--- config.mk ---
export PLATFORM = sky130hd
export DESIGN_NAME = cmd_decoder
export DESIGN_NICKNAME = d
export VERILOG_FILES = /design/src/rtl/cmd_decoder_pkg.sv /design/src/rtl/cmd_decoder_link_watchdog.sv /design/src/rtl/cmd_decoder.sv
export SDC_FILE = /design/constraint.sdc
export NUM_CORES = 1
export LEC_CHECK = 0
export CAP_MARGIN = 25
export CORE_MARGIN = 2
export CORE_UTILIZATION = 50
export DETAILED_ROUTE_END_ITERATION = 16
export PLACE_DENSITY = 0.73
export RECOVER_POWER = 25
export SLEW_MARGIN = 5
export SYNTH_ARGS = -nofsm -noshare
export SYNTH_HDL_FRONTEND = slang
export SYNTH_SLANG_ARGS = --single-unit
--- constraint.sdc ---
create_clock -name clk -period 6.8 [get_ports clk]
set_clock_uncertainty 0.05 [all_clocks]
set_input_delay 1.7 -clock clk [delete_from_list [all_inputs] [get_ports clk]]
set_output_delay 1.7 -clock clk [all_outputs]
set_load 0.01 [all_outputs]
--- src/rtl/cmd_decoder_pkg.sv ---
// Shared command codes, echo FSM encoding and small helpers for cmd_decoder.
package cmd_decoder_pkg;

    localparam logic [7:0] CMD_ON     = 8'hEE;
    localparam logic [7:0] CMD_OFF    = 8'h55;
    localparam logic [7:0] CMD_TOGGLE = 8'hC3;

    localparam int unsigned CLK_FREQ  = 24000000;

    typedef enum logic [1:0] {
        IDLE = 2'd0,
        REQ  = 2'd1,
        BUSY = 2'd2
    } echo_state_e;

    // True when the byte is one of the three command codes
    function automatic logic is_cmd(input logic [7:0] code);
        return (code == CMD_ON) || (code == CMD_OFF) || (code == CMD_TOGGLE);
    endfunction

    // Increment that sticks at all-ones
    function automatic logic [7:0] sat_inc(input logic [7:0] value);
        return (value == 8'hFF) ? value : value + 8'd1;
    endfunction

endpackage

--- src/rtl/cmd_decoder_link_watchdog.sv ---
// Link watchdog: counts cycles while enabled, pulses expire_c after WDT_CYCLES.
module link_watchdog #(
    parameter int unsigned WDT_CYCLES = 240000000
) (
    input  logic clk,
    input  logic reset,
    input  logic enable,
    input  logic clear,
    output logic expire_c
);

    localparam int unsigned CW = $clog2(WDT_CYCLES + 1);
    localparam logic [CW-1:0] LAST = CW'(WDT_CYCLES - 1);

    logic [CW-1:0] cnt;

    // Expiry is flagged on the cycle the count would reach WDT_CYCLES
    assign expire_c = enable && (cnt == LAST);

    // Counter: cleared by command, held at zero while disabled, wraps on expiry
    always_ff @(posedge clk or negedge reset) begin
        if (!reset) begin
            cnt <= '0;
        end else if (clear || !enable || expire_c) begin
            cnt <= '0;
        end else begin
            cnt <= cnt + CW'(1);
        end
    end

endmodule

--- src/rtl/cmd_decoder.sv ---
// Command decoder: gate control from main-board bytes, echo to uart_tx, link watchdog.
module cmd_decoder
    import cmd_decoder_pkg::*;
#(
    parameter int unsigned WDT_CYCLES   = 240000000,
    parameter int unsigned ECHO_TIMEOUT = 2400
) (
    input  logic       clk,
    input  logic       reset,
    input  logic [7:0] data_received,
    input  logic       rx_done,
    input  logic       parity_error,
    input  logic       tx_busy,
    output logic [7:0] data_to_tx,
    output logic       start_tx,
    output logic       gate_en,
    output logic       wdt_trip,
    output logic       cmd_err,
    output logic [7:0] err_count
);

    localparam int unsigned TW = $clog2(ECHO_TIMEOUT + 1);
    localparam logic [TW-1:0] TLAST = TW'(ECHO_TIMEOUT - 1);

    echo_state_e   state, state_d;
    logic [TW-1:0] timer, timer_d;
    logic [7:0]    data_d;
    logic [7:0]    err_count_d;
    logic          start_d, gate_d, trip_d, err_d;
    logic          accept, reject, wdt_expire_c;

    // Parity error wins over decode
    assign accept = rx_done && !parity_error && is_cmd(data_received);
    assign reject = rx_done && !accept;

    link_watchdog #(
        .WDT_CYCLES (WDT_CYCLES)
    ) u_wdt (
        .clk      (clk),
        .reset    (reset),
        .enable   (gate_en),
        .clear    (accept),
        .expire_c (wdt_expire_c)
    );

    // State and registered outputs
    always_ff @(posedge clk or negedge reset) begin
        if (!reset) begin
            state      <= IDLE;
            timer      <= '0;
            start_tx   <= 1'b0;
            data_to_tx <= 8'h00;
            gate_en    <= 1'b0;
            wdt_trip   <= 1'b0;
            cmd_err    <= 1'b0;
            err_count  <= 8'h00;
        end else begin
            state      <= state_d;
            timer      <= timer_d;
            start_tx   <= start_d;
            data_to_tx <= data_d;
            gate_en    <= gate_d;
            wdt_trip   <= trip_d;
            cmd_err    <= err_d;
            err_count  <= err_count_d;
        end
    end

    // Next state: gate/watchdog update, echo handshake, error pulse
    always_comb begin
        state_d     = state;
        timer_d     = timer;
        start_d     = start_tx;
        data_d      = data_to_tx;
        gate_d      = gate_en;
        trip_d      = wdt_trip;
        err_d       = reject;

        // A command in the expiry cycle takes priority over the trip
        if (accept) begin
            case (data_received)
                CMD_ON:  gate_d = 1'b1;
                CMD_OFF: gate_d = 1'b0;
                default: gate_d = ~gate_en;
            endcase
            trip_d = 1'b0;
        end else if (wdt_expire_c) begin
            gate_d = 1'b0;
            trip_d = 1'b1;
        end

        case (state)
            IDLE: begin
                if (accept) begin
                    state_d = REQ;
                    start_d = 1'b1;
                    data_d  = data_received;
                    timer_d = '0;
                end
            end
            REQ: begin
                if (accept) begin
                    err_d = 1'b1;
                end
                if (tx_busy) begin
                    start_d = 1'b0;
                    state_d = BUSY;
                end else if (timer == TLAST) begin
                    start_d = 1'b0;
                    err_d   = 1'b1;
                    state_d = IDLE;
                end else begin
                    timer_d = timer + TW'(1);
                end
            end
            BUSY: begin
                if (accept) begin
                    err_d = 1'b1;
                end
                if (!tx_busy) begin
                    state_d = IDLE;
                end
            end
            default: begin
                state_d = IDLE;
                start_d = 1'b0;
            end
        endcase

        err_count_d = err_d ? sat_inc(err_count) : err_count;
    end

endmodule

Word-level counts from Yosys, hierarchy flattened --
Index checks and enable logic that the tools add are counted.
Operators by class: div/mod/pow operators 0, equality and inequality tests 13, $add $sub $neg 3, shift operators 0, order comparisons 0, reduce and logical (&&, ||, !) cells 19, bitwise logic cells 3, muxes and demuxes 23, $mul 0
Operators with widths (number):
- two-way mux 12 bit | 3
- adder 28 x 1 -> 28 bit, second input constant | 1
- == test 28 bit, second input constant | 1
- two-way mux 28 bit | 1
- == test 8 bit, second input constant | 3
- case mux 12 bit (2 select lines) | 1
- adder 12 x 1 -> 12 bit, second input constant | 1
- == test 12 bit, second input constant | 1
- two-way mux 1 bit | 10
- adder 8 x 1 -> 8 bit, second input constant | 1
- == test 8 x 7 -> 1 bit, second input constant | 1
- two-way mux 2 bit | 4
- != test 2 bit, second input constant | 4
- case mux 2 bit (3 select lines) | 1
- AND reduction 3 bit | 2
- logical AND 1 bit | 4
- logical OR 1 bit | 4
- case mux 1 bit (2 select lines) | 2
- AND reduction 2 bit | 2
- AND reduction 4 bit | 1
- nonzero test 2 bit | 2
- logical NOT 1 bit | 3
- != test 3 bit, second input constant | 1
- NOT 1 bit | 3
- other kinds (4) | 4
Storage, ports and cells: output and inout port bits 20, latch bits 0, memories kept 0, memory bits (writable) 0, flip-flop bits (word level) 62, ROM bits 0, logic and storage cells 70

Longest topological paths before layout --
depth in word-level cells 11, gate-level depth with buffers 8

Cells and area by module --
Synthesis repeated with hierarchy kept, for this count alone.
Unflattened totals: cell total of the unflattened synthesis 354, area, all modules 3429.5 µm²
By module, submodules not included:
- cmd_decoder | cells an instance 178, area an instance 1798.0 µm², seq. area each 850.8 µm², instances 1
- link_watchdog | cells an instance 176, area an instance 1631.6 µm², seq. area each 700.7 µm², instances 1

Worst setup path after synthesis --
No wires, ideal clock.
path type in2reg, from input data_received[3], to register timer[11], data required time 6.626 ns, arrival time 3.522 ns, setup slack 3.104 ns, stages 7, path buffers 2, path through or3b_1 > or4_4 > buf_6 > and3_4 > buf_6 > or2_1 > a211o_1
On the way: cells in the longest elaborated chain, start to end 6, elaborated cells between the ends (all ways) 8, classes of those cells eq/ne: 4; reduce/logical: 4
RTL lines:
- start: declaration | RTL line cmd_decoder.sv:10 | input logic [7:0] data_received,
- == test 8 bit or == test 8 x 7 -> 1 bit (tied branches) | RTL line cmd_decoder_pkg.sv:18 | return (code == CMD_ON) || (code == CMD_OFF) || (code == CMD_TOGGLE);
- logical OR 1 bit | RTL line cmd_decoder_pkg.sv:18
- logical OR 1 bit * | RTL line cmd_decoder_pkg.sv:18
- logical AND 1 bit * | RTL line cmd_decoder.sv:33 | assign accept = rx_done && !parity_error && is_cmd(data_received);
- != test 2 bit (no source line) *
- AND reduction 4 bit (no source line) *
- end signal: assignment | RTL line cmd_decoder.sv:59 | timer <= timer_d;
- end: declaration | RTL line cmd_decoder.sv:26 | logic [TW-1:0] timer, timer_d;
Mark *: on every way between the ends. The rest lies on a longest branch, timed or not. A chain may end at the register's enable or synchronous reset.

==> implementation parameters <==
Parameter                              Value

Die
  Die Span X ... roughly 84 µm
  Number of top-level design ports ... 33
  Vertical die dimension ... 83.5 µm
  Starting density of the core ... 0.525
  Area of the core ... between 0.006 and 0.007 mm²
  Total die area ... around 0.007 mm²
  Number of core rows ... 28

Power
  Peak VDD IR ... about 0.00017 V
  Power per unit of standard cell area ... 273 mW/mm²
  Static power due to leakage ... about 1.6 nW

Drt
  Initial DRC count ... about 140
  Count of unresolved DRC violations after routing ... 0
  Total wire length after detailed routing ... ~6400 µm
  Drt pass-1 iters ... 4
  Avg WL per Cell ... ~14 µm
  DRT antenna net count ... 0
  Vias after detailed routing ... about 2500
  Number of vias per cell after detailed routing ... ~5.6

Setup path
  Launching point of the worst reg2reg path ... u_wdt.cnt[0]$_DFF_PN0_
  Slack of the worst reg-to-reg path ... between 4 and 5 ns
  Worst reg2reg path depth ... 7
  Largest delay share family, worst path ... buffers and inverters
  Type of the setup path with the least slack ... primary input to async pin
  Worst Path Max Fanout ... just over 60
  RR Endpoint ... gate_en$_DFFE_PN0P_
  Critical path, cell by cell ... buf_2 > clkbuf_1
  Critical path data required time ... between 6 and 7 ns
  Longest individual stage delay on the worst path ... around 2.3 ns
  CP Data Arrival Time ... between 4 and 5 ns
  CP bufs+invs ... 2
  Crit path capture type ... async pin
  Slowest library cell on the worst path ... sky130_fd_sc_hd__clkbuf_1
  Startpoint types ... primary input

Clock tree
  Root Buffer Master ... sky130_fd_sc_hd__clkbuf_8
  Resized cells post-CTS ... 0
  Clock-pin slew reported for the worst setup and hold paths after clock tree synthesis ... roughly 0.060 ns
  Quantity of hold-fixing buffers added after cts ... 0
  CTS H-tree depth ... 3
  Number of buffers added for setup after CTS ... 0
  Clock sinks ... 62
  Largest buffer count on any clock path ... 2
  Num CTS Buffers ... 9
  Clock tree from TritonCTS ... built
  Clock latency on the worst-skew pair ... 0.34 ns

Synthesis
  Synthesized instance count ... between 300 and 400
  Top cell type's share of synthesized area ... 0.491
  Share of flip-flops with an asynchronous set or reset after synthesis ... 1.00
  Area of the mapped netlist ... ~0.0032 mm²
  Proportion of synthesized chip area in sequential cells ... 0.491
  Mapped Avg Cell Area ... between 9 and 10 µm²
  Post-synth net total ... around 340
  Synth area leaders ... sky130_fd_sc_hd__dfrtp_1, sky130_fd_sc_hd__xor2_1, sky130_fd_sc_hd__nor2_1
  Yosys top cell by area ... sky130_fd_sc_hd__dfrtp_1
  Synth warn ... 0
  Count of flip-flops with a built-in enable after synthesis ... 0
  Count of distinct cell types in the synthesized netlist ... 42
  Synthesis-stage register bit count ... between 60 and 70
  Most frequently used flop master after synthesis ... sky130_fd_sc_hd__dfrtp_1

GRT
  Vias in the first global route ... around 2400
  Initial antenna violation count ... 0
  Total global-route track usage ... 0.193
  Maximum number of pins on one net before global-route repair ... 63
  Overflow after GRT ... 0
  Wire length of the first global-routing pass ... between 10000 and 15000 µm

Final layout
  Area occupied by registers ... approximately 0.0016 mm²
  Layout Area Growth over Synthesis ... 18.6%
  FILL cells ... between 500 and 600
  End-of-flow core utilization ... 0.622
  Final instance area ... 0.00375 mm²
  Footprint of the multi-input gates ... between 0.0015 and 0.002 mm²
  Post-route insts no fill ... 440
  Antenna diodes ... 0
  Share of final-layout standard cells stronger than drive strength 1 ... 0.0932
  Number of nets at the end of the flow ... around 380

Outcome
  Status ... finished, violations left
  Violations in the final reports ... max-capacitance violations, max-slew violations

Hold path
  Hold Path Origin ... data_to_tx[6]$_DFFE_PN0P_
  Worst hold path stage count ... 1
  Hold EP ... data_to_tx[6]$_DFFE_PN0P_
  Class of the most critical hold timing path ... flip-flop to flip-flop

STA
  Headroom to the max-slew limit ... -1.18
  Slew at the pin with the worst max-slew slack ... between 3 and 4 ns
  Summed negative setup slack over all endpoints ... 0 ns
  RSZ-0062 raised after global routing ... no
  Post-route worst setup slack ... approximately 2.4 ns
  Final count of hold timing violations ... 0
  Highest achievable clock rate ... between 200 and 250 MHz
  Final critical-path share of the clock period ... 0.652
  Min Clock Period, post-route ... approximately 4.4 ns
  Final count of negative-setup-slack endpoints ... 0
  Final-report max-slew violation count ... 63

Run
  Count of max-cap constraint violations ... 1

Place
  HPWL reported at the end of detailed placement ... approximately 4300 µm
  Post-place instance area ... between 0.003 and 0.004 mm²
  Worst-case setup slack after placement ... between 2 and 2.5 ns
  GP Congestion ... around 0.85
  Placed Cells incl. Taps ... 423
  Port bufs ... 32
[layer usage]
metal	track usage	part of all wire
met1	0.253	0.49
met2	0.303	0.46
met3	0.0544	0.042
met4	0.0836	0.014
met5	0	0
[worst reg2reg max path: stages, from the launching register on]
cell	delay [ns]
sky130_fd_sc_hd__dfrtp_1	0.39
sky130_fd_sc_hd__ha_1	0.24
sky130_fd_sc_hd__nand4_1	0.14
sky130_fd_sc_hd__nor3_1	0.82
sky130_fd_sc_hd__nand3_1	0.27
sky130_fd_sc_hd__nand3_1	0.43
sky130_fd_sc_hd__buf_8	0.23
sky130_fd_sc_hd__o21ai_0	0.09
[synth_stat cells, types with 2 or more instances]
library cell,n
sky130_fd_sc_hd__dfrtp_1,62
sky130_fd_sc_hd__nor2_1,37
sky130_fd_sc_hd__nand2_1,27
sky130_fd_sc_hd__nand3_1,26
sky130_fd_sc_hd__xor2_1,23
sky130_fd_sc_hd__a31oi_1,16
sky130_fd_sc_hd__inv_1,11
sky130_fd_sc_hd__o21ai_0,11
sky130_fd_sc_hd__mux2_2,10
sky130_fd_sc_hd__a21oi_1,9
sky130_fd_sc_hd__and3_1,8
sky130_fd_sc_hd__nand4_1,8
sky130_fd_sc_hd__xnor2_1,7
sky130_fd_sc_hd__a211oi_1,6
sky130_fd_sc_hd__ha_1,6
sky130_fd_sc_hd__nor3_1,6
sky130_fd_sc_hd__nand2b_1,5
sky130_fd_sc_hd__clkbuf_1,4
sky130_fd_sc_hd__nand4b_1,4
sky130_fd_sc_hd__nor4_1,3
sky130_fd_sc_hd__a211o_1,2
sky130_fd_sc_hd__and2_1,2
sky130_fd_sc_hd__and4_1,2
sky130_fd_sc_hd__buf_2,2
sky130_fd_sc_hd__buf_6,2
sky130_fd_sc_hd__nor2b_1,2
sky130_fd_sc_hd__o22a_1,2
sky130_fd_sc_hd__o31ai_1,2
sky130_fd_sc_hd__or2_2,2
sky130_fd_sc_hd__or3_1,2
sky130_fd_sc_hd__or4b_2,2
[cell type report]
cell class,instances,area share
Clock buffer,13,0.0424
Timing Repair Buffer,35,0.0911
Clock inverter,3,0.0113
Sequential cell,62,0.414
Multi-Input combinational cell,241,0.405
Inverter,11,0.0110
Tap cell,75,0.0250
[worst max-delay path by stage]
stage                      from                   endpoint  cells past startpoint
6_report                  reset  data_to_tx[5]$_DFFE_PN0P_                      2
5_1_grt                   reset  data_to_tx[5]$_DFFE_PN0P_                      2
4_1_cts        data_received[2]        gate_en$_DFFE_PN0P_                      6
3_5_place_dp   data_received[2]        gate_en$_DFFE_PN0P_                      6
3_3_place_gp   data_received[2]        gate_en$_DFFE_PN0P_                      6
2_1_floorplan  data_received[3]      timer[11]$_DFFE_PN0P_                      7
[where the power goes]
part / internal [W] / switching, W
registers: 0.000407 / 0.0000407
logic: 0.000118 / 0.000130
clock network: 0.000189 / 0.000141
total: 0.000713 / 0.000311
[sequential cells by signal, summed over array words and instances (netlist names), 2 cells and up]
name / count
data_to_tx: 8
err_count: 8
state: 2
timer: 12
u_wdt.cnt: 28
[placed cells by master (no fill, tap or decap), types with 2 or more instances in the layout]
master,Yosys,layout
sky130_fd_sc_hd__ha_1,6,6
sky130_fd_sc_hd__o22a_1,2,2
sky130_fd_sc_hd__nand4_1,8,8
sky130_fd_sc_hd__and2_1,2,2
sky130_fd_sc_hd__clkdlybuf4s50_1,0,31
sky130_fd_sc_hd__xor2_1,23,23
sky130_fd_sc_hd__o21ai_0,11,11
sky130_fd_sc_hd__clkbuf_8,0,11
sky130_fd_sc_hd__nand2_1,27,27
sky130_fd_sc_hd__dfrtp_1,62,62
sky130_fd_sc_hd__a21oi_1,9,9
sky130_fd_sc_hd__nor4_1,3,3
sky130_fd_sc_hd__nor3_1,6,6
sky130_fd_sc_hd__a211oi_1,6,6
sky130_fd_sc_hd__o31ai_1,2,2
sky130_fd_sc_hd__and3_1,8,8
sky130_fd_sc_hd__nand2b_1,5,5
sky130_fd_sc_hd__clkbuf_1,4,3
sky130_fd_sc_hd__inv_1,11,11
sky130_fd_sc_hd__a31oi_1,16,16
sky130_fd_sc_hd__xnor2_1,7,7
sky130_fd_sc_hd__or4b_2,2,2
sky130_fd_sc_hd__or3_1,2,2
sky130_fd_sc_hd__and4_1,2,2
sky130_fd_sc_hd__nand3_1,26,26
sky130_fd_sc_hd__nor2b_1,2,2
sky130_fd_sc_hd__or2_2,2,2
sky130_fd_sc_hd__nor2_1,37,37
sky130_fd_sc_hd__nand4b_1,4,4
sky130_fd_sc_hd__a211o_1,2,2
sky130_fd_sc_hd__mux2_2,10,10
[metrics by stage]
step	power (W)	hold WS [ns]
floorplan	0.000587	0.405
global placement	0.000693	0.403
detailed placement	0.000699	0.406
CTS	0.00103	0.427
global route	0.00108	0.445
finish	0.00102	0.422
[logic make-up after synthesis]
family,Yosys count,share of synthesized area
compound gates,51,0.102
xor+xnor,30,0.0831
fa+ha+maj,6,0.0238
buf+inv,19,0.0281
flops,62,0.491
mux,10,0.0356
simple gates,144,0.236
Note: power is estimated with default switching activity, not from simulation.
